`src/rtl/riscv_pkg.sv`:
```
// Shared widths and constants for the RISC-V front end.
package riscv_pkg;
  localparam int XLEN       = 64;
  localparam int ILEN       = 32;
  localparam int INST_BYTES = 4;
  localparam int CNT_W      = 32;

  localparam logic [ILEN-1:0] NOP_INST = 32'h0000_0013;

  localparam int IFID_PC_W    = XLEN;
  localparam int IFID_INST_W  = ILEN;

  typedef struct packed {
    logic [IFID_PC_W-1:0]   pc;
    logic [IFID_INST_W-1:0] inst;
    logic                   valid;
  } if_id_t;
endpackage

```
`src/rtl/if_id_register.sv`:
```
// IF/ID pipeline register: reset > squash > load > hold.
module if_id_register
  import riscv_pkg::*;
#(
  parameter logic [ILEN-1:0] NOP_INST = riscv_pkg::NOP_INST
) (
  input  logic   clk,
  input  logic   reset,
  input  logic   load_i,
  input  logic   squash_i,
  input  if_id_t d_i,
  output if_id_t q_o
);
  if_id_t entry_q, entry_d;

  localparam if_id_t BUBBLE = '{pc: '0, inst: NOP_INST, valid: 1'b0};

  always_comb begin
    entry_d = entry_q;
    if (squash_i)    entry_d = BUBBLE;
    else if (load_i) entry_d = d_i;
  end

  always_ff @(posedge clk) begin
    if (reset) entry_q <= BUBBLE;
    else       entry_q <= entry_d;
  end

  assign q_o = entry_q;
endmodule

```
`src/rtl/instruction_fetch_unit.sv`:
```
// Fetch stage: PC register, next-PC selection, fault/fetch bookkeeping, IF/ID.
module instruction_fetch_unit
  import riscv_pkg::*;
#(
  parameter logic [XLEN-1:0] RESET_PC = 64'h0,
  parameter logic [ILEN-1:0] NOP_INST = riscv_pkg::NOP_INST
) (
  input  logic             clk,
  input  logic             reset,
  input  logic             stall,
  input  logic             flush,
  input  logic             branch_taken,
  input  logic [XLEN-1:0]  branch_target,
  input  logic [ILEN-1:0]  Instruction,
  output logic [XLEN-1:0]  Inst_Address,
  output logic [XLEN-1:0]  if_id_pc,
  output logic [ILEN-1:0]  if_id_instruction,
  output logic             if_id_valid,
  output logic             misaligned_fault,
  output logic [CNT_W-1:0] fetch_count
);
  logic [XLEN-1:0]  pc_q, pc_d;
  logic             fault_q, fault_d;
  logic [CNT_W-1:0] cnt_q, cnt_d;
  logic             load, squash;
  if_id_t           ifid_d, ifid_q;

  // Priority: redirect beats flush beats stall; stall freezes everything.
  always_comb begin
    pc_d    = pc_q;
    fault_d = fault_q;
    cnt_d   = cnt_q;
    load    = 1'b0;
    squash  = 1'b0;
    if (branch_taken) begin
      pc_d   = {branch_target[XLEN-1:2], 2'b00};
      squash = 1'b1;
      if (branch_target[1:0] != 2'b00) fault_d = 1'b1;
    end else if (flush) begin
      pc_d   = pc_q + XLEN'(INST_BYTES);
      squash = 1'b1;
    end else if (!stall) begin
      pc_d  = pc_q + XLEN'(INST_BYTES);
      load  = 1'b1;
      cnt_d = cnt_q + CNT_W'(1);
    end
  end

  always_ff @(posedge clk) begin
    if (reset) begin
      pc_q    <= RESET_PC;
      fault_q <= 1'b0;
      cnt_q   <= '0;
    end else begin
      pc_q    <= pc_d;
      fault_q <= fault_d;
      cnt_q   <= cnt_d;
    end
  end

  assign ifid_d = '{pc: pc_q, inst: Instruction, valid: 1'b1};

  if_id_register #(.NOP_INST(NOP_INST)) u_if_id (
    .clk      (clk),
    .reset    (reset),
    .load_i   (load),
    .squash_i (squash),
    .d_i      (ifid_d),
    .q_o      (ifid_q)
  );

  assign Inst_Address      = pc_q;
  assign if_id_pc          = ifid_q.pc;
  assign if_id_instruction = ifid_q.inst;
  assign if_id_valid       = ifid_q.valid;
  assign misaligned_fault  = fault_q;
  assign fetch_count       = cnt_q;
endmodule

```
`config.mk`:
```
export PLATFORM = sky130hd
export DESIGN_NAME = instruction_fetch_unit
export DESIGN_NICKNAME = d
export VERILOG_FILES = /design/src/rtl/riscv_pkg.sv /design/src/rtl/if_id_register.sv /design/src/rtl/instruction_fetch_unit.sv
export SDC_FILE = /design/constraint.sdc
export NUM_CORES = 1
export LEC_CHECK = 0
export CORE_MARGIN = 1
export CORE_UTILIZATION = 46
export DETAILED_ROUTE_END_ITERATION = 10
export PLACE_DENSITY = 0.81
export SLEW_MARGIN = 0
export SYNTH_ARGS = -nofsm -noshare
export SYNTH_HDL_FRONTEND = slang
export SYNTH_SLANG_ARGS = --single-unit
```
`constraint.sdc`:
```
create_clock -name clk -period 2.79 [get_ports clk]
set_clock_uncertainty 0.2 [all_clocks]
set_input_delay 0.558 -clock clk [delete_from_list [all_inputs] [get_ports clk]]
set_output_delay 0.558 -clock clk [all_outputs]
set_load 0.005 [all_outputs]
```
---- Word-level counts from Yosys, hierarchy flattened ----
Cells that the tools add are included.
storage, ports and cells
  register bits after elaboration ......... 194
  input port bits ......................... 101
  bits in read-only memories .............. 0
  latch bits .............................. 0
  output and inout port bits .............. 194
  memories ................................ 0
  bits in writable memories ............... 0
operators by class
  $mul .................................... 0
  reductions and logical operators ........ 5
  magnitude comparators ................... 0
  shift-type cells ........................ 0
  muxes and demuxes ....................... 8
  divide/modulo/power cells ............... 0
  $add $sub $neg .......................... 2
  bitwise gates (word level) .............. 3
  equal/unequal tests ..................... 2
operators with widths
  cell                   number
  $mux 64                3
  $add 64x3->64 const B  1
  $add 32x1->32 const B  1
  $mux 1                 5
  $reduce_or 2->1        2
  $ne 3x1->1 const B     1
  $not 1->1              3
  $reduce_and 3->1       1
  $ne 2x1->1 const B     1
  $reduce_and 2->1       1
  $reduce_bool 2->1      1

---- Depth between registers and ports, before layout ----
Gate-level depths: netlist of run 1.
  word-level depth ........................ 4
  mapped depth ............................ 8
  gate-level depth less buffers ........... 6

---- Modules after synthesis ----
Synthesis of run 1 repeated with hierarchy kept, for this count alone.
second synthesis, totals
  cells, all modules ...................... 1042
  area, all modules ....................... 9078.7 um2
modules (own cells, without submodules)
  module                  cells each  area an instance (um2)  instances
  instruction_fetch_unit  727         5600.4                  1
  if_id_register          315         3478.3                  1

---- Worst setup path before layout of run 1 ----
OpenSTA, ideal clock, no wires.
  path kind ............................... input port to flip-flop
  from .................................... input port branch_taken
  to ...................................... register cnt_q[27], in the netlist fetch_count[27]
  path buffers ............................ 2
  stages on the path ...................... 7
  setup slack ............................. 0.256 ns
  arrival time ............................ 2.264 ns
  library setup time ...................... 0.070 ns
  cells stage by stage .................... buf_2 or3_1 clkbuf_1 nor4_4 nand3_1 or3_1 a21oi_1
on the way
  word-level cells in the longest chain between the ends .. 2
ends and longest elaborated chain
  item                        line                          text
  start, declared             instruction_fetch_unit.sv:12  input logic branch_taken,
  $not 1->1 (no line)         --
  $reduce_and 3->1 (no line)  --
  end signal, assigned        instruction_fetch_unit.sv:57  cnt_q <= cnt_d;
  end, declared               instruction_fetch_unit.sv:24  logic [CNT_W-1:0] cnt_q, cnt_d;
Every way passes these cells.
A chain may end at the register's enable or synchronous reset.

---- Worst setup path after layout of run 1 ----
  from .................................... register pc_q[15], in the netlist Inst_Address[15]
  to ...................................... register pc_q[56], in the netlist Inst_Address[56]
on the way
  word-level cells in the longest chain between the ends .. 4
ends and longest elaborated chain
  item                    line                                                        text
  start, declared         instruction_fetch_unit.sv:22                                logic [XLEN-1:0] pc_q, pc_d;
  start signal, assigned  instruction_fetch_unit.sv:55                                pc_q <= pc_d;
  $add 64x3->64 (*)       instruction_fetch_unit.sv:40, instruction_fetch_unit.sv:43
  $mux 64                 instruction_fetch_unit.sv:42                                end else if (!stall) begin
  $mux 64 (*)             instruction_fetch_unit.sv:39                                end else if (flush) begin
  $mux 64 (*)             instruction_fetch_unit.sv:35                                if (branch_taken) begin
Every way passes the cells marked *; elsewhere a longest branch is shown, timed or not. The select of a mux whose other input is x is not followed.

==> results of run 1 <==
## metrics by stage
step                TNS [ps]  setup slack [ps]  hold WS [ps]
floorplan                  0             256.0         242.1
global placement      -82.04            -34.65         233.0
detailed placement    -475.9            -118.7         262.2
CTS                        0             185.0         278.2
global route               0             38.51         296.5
finish                     0             171.5         264.8
## report_power, final
part / internal [mW] / total [mW] / switching [mW]
Clock: 1.47 / 2.57 / 1.11
Combinational: 0.390 / 0.708 / 0.319
Sequential: 2.78 / 2.87 / 0.0857
Total: 4.64 / 6.15 / 1.51
## flip-flops by register name, indices dropped and copies added (netlist names)
| signal | cells |
|---|---|
| u_if_id.q_o | 95 |
| fetch_count | 32 |
| misaligned_fault | 1 |
| Inst_Address | 62 |
## worst min-delay path by stage
stage                     startpoint                to  slack, ps  cells past startpoint
floorplan           misaligned_fault  misaligned_fault        240                      2
global placement    misaligned_fault  misaligned_fault        230                      2
detailed placement    u_if_id.q_o[0]    u_if_id.q_o[0]        260                      1
CTS                 misaligned_fault  misaligned_fault        280                      2
global route        misaligned_fault  misaligned_fault        300                      2
finish              misaligned_fault  misaligned_fault        260                      2
## final cells by class
cell class,count,share of cell area
multi-input combinational,619,0.3445
sequential,190,0.3010
timing repair buffer,365,0.2804
clock buffer,20,0.03613
tap,229,0.02267
clock inverter,11,0.01208
inverter,11,0.003267
## metal layers
metal	part of all wire	wire, um	up-vias
li1	-	-	4075
met1	0.42	12160	4161
met2	0.46	13350	437
met3	0.091	2613	57
met4	0.023	671	0
met5	0	0	-
## cells in the mapped netlist (all sizes together), types with 21 or more instances
master	count
a211oi	21
nand4	43
clkbuf	53
nand3	41
xnor2	28
buf	22
xor2	26
nor2	68
nand2	63
dfxtp	190
o221a	91
## worst max-delay path, cell delays in order, from the launching register on
cell,delay [ps]
dfxtp_1,470
nand3_2,220
nor4_2,580
nand2_2,250
or4_1,550
a311oi_1,260
## cell families after synthesis
group           count (synthesis)  synth area share
compound gates                206            0.2135
xor+xnor                       54           0.05574
fa+ha+maj                       2          0.002949
buf+inv                        86           0.04114
flops                         190            0.4482
mux                             8          0.009584
other cells                     1         0.0004419
simple gates                  345            0.2284
==> impl_metrics.ini, run 1 <==
[power_and_ir_drop]
ir_drop_mv = 0.4378
total_power_mw = 6.153
cellLeakagePower_nw = 4.774
power_density_nw_per_um2 = 486.8

[placed_design]
portBuffers = 290
post-dp-hpwl_um = 20490
gp_congestion = 0.8994
place_area_um2 = 12020
numPlacedInstances = 1413

[cts]
cts_hold_buf = 0
root_buffer = clkbuf_16
cts_resized = 0
cts_tree = built
clk_latency_ps = 430
cts_setup_buffers = 0
cts_sinks = 190
clk_path_buf_depth = 2
clk_pin_slew_ps = 70
htree_levels = 4
cts_buffers = 17

[timing]
max_slew.worst_pin.slew_ps = 623.3
setup_viol = 0
final_hold_viol_count = 0
fmax_ghz = 0.3819
slew_headroom = 0.5845
period_needed_ps = 2618
timing.final.crit_share = 0.9385
rsz0062_at_grt = false
maxSlewViolCount = 0

[layout]
layout_common_cells = clkdlybuf4s50_1 (287), dfxtp_1 (190), o221a_2 (91)
final_common_cell = clkdlybuf4s50_1
seq_area_um2 = 3804
final_layout_size_suffix_gt1_frac = 0.1776
final_area_um2 = 12640
stdcell_count = 1445
area_delta_synth_final_pct = 48.94
multiInputGateArea_um2 = 4354
fillers = 1394
final_util = 0.7012
antennaDiodeCount = 0
layout.nets = 1307

[route]
first_iter_violations = 667
post_drt_via_cell_ratio = 6.042
routed_wl_um = 28790
vias = 8730
firstDrtPassIters = 5
postRouteAntennaNets = 0
wl_per_cell_um = 19.92
drc = 0

[floorplan]
die_y_um = 137.8
io_pins = 295
die_area_um2 = 18990
coreArea_um2 = 18020
num_rows = 49
start_util = 0.4708
dieWidth_um = 137.8

[critical_path]
critPathKind = reg2reg
cp-endpoint = Inst_Address[56]
r2r_cells = 5
reg2reg_from = Inst_Address[15]
start_kind = flop
crit_arrival_ps = 2760
r2r_end = Inst_Address[56]
cp-end-kind = flop
cp_data_required_time_ps = 2930
crit_start = Inst_Address[15]
cp_max_fo = 9
r2r_slack_ps = 170

[logic_synthesis]
yosys-top-cells-area = dfxtp_1 (45%), o221a_2 (12%), nand4_1 (3.1%), nor2_1 (3.0%), xnor2_1 (2.9%)
ys_warn_count = 0
async_flop_share = 0
syn-instance-count = 892
synth-main-ff-cell = dfxtp_1
avgSynthCellArea_um2 = 9.513
synth_edf_count = 0
synth_top_area_frac = 0.4482
syn_area_um2 = 8486
ys_types = 57
ys_ff_latch = 190
ys_seq_area_frac = 0.4482
synth.largest_area_cell = dfxtp_1

[global_route]
grt_pass1_wl_um = 44540
met1_usage = 0.3930
grt_pass1_vias = 8377
grt_util_met2 = 0.4855
grt_start_max_net_pins = 82
antenna_found_initial = 0
top_usage_layer = met2
grt.total_usage = 0.3004
overflow = 0
met3_usage = 0.06806

[run_status]
status = finished clean

[worst_hold_path]
min_path_type = reg2reg

[flow_run]
maxCapViolCount = 0
(Power assumes the default switching activity.)
==> run 2, diff against run 1 <==
--- a/config.mk
+++ b/config.mk
@@ -9,7 +9,6 @@
 export CORE_UTILIZATION = 46
 export DETAILED_ROUTE_END_ITERATION = 10
 export PLACE_DENSITY = 0.81
-export SLEW_MARGIN = 0
 export SYNTH_ARGS = -nofsm -noshare
 export SYNTH_HDL_FRONTEND = slang
 export SYNTH_SLANG_ARGS = --single-unit
==> results of run 2 <==
Final layout, timing and power as in run 1 (identical DEF).
==> run 3, diff against run 2 <==
--- a/config.mk
+++ b/config.mk
@@ -5,6 +5,7 @@
 export SDC_FILE = /design/constraint.sdc
 export NUM_CORES = 1
 export LEC_CHECK = 0
+export ABC_CLOCK_PERIOD_IN_PS = 2790
 export CORE_MARGIN = 1
 export CORE_UTILIZATION = 46
 export DETAILED_ROUTE_END_ITERATION = 10
==> results of run 3 <==
Final layout, timing and power as in run 1 (identical DEF).
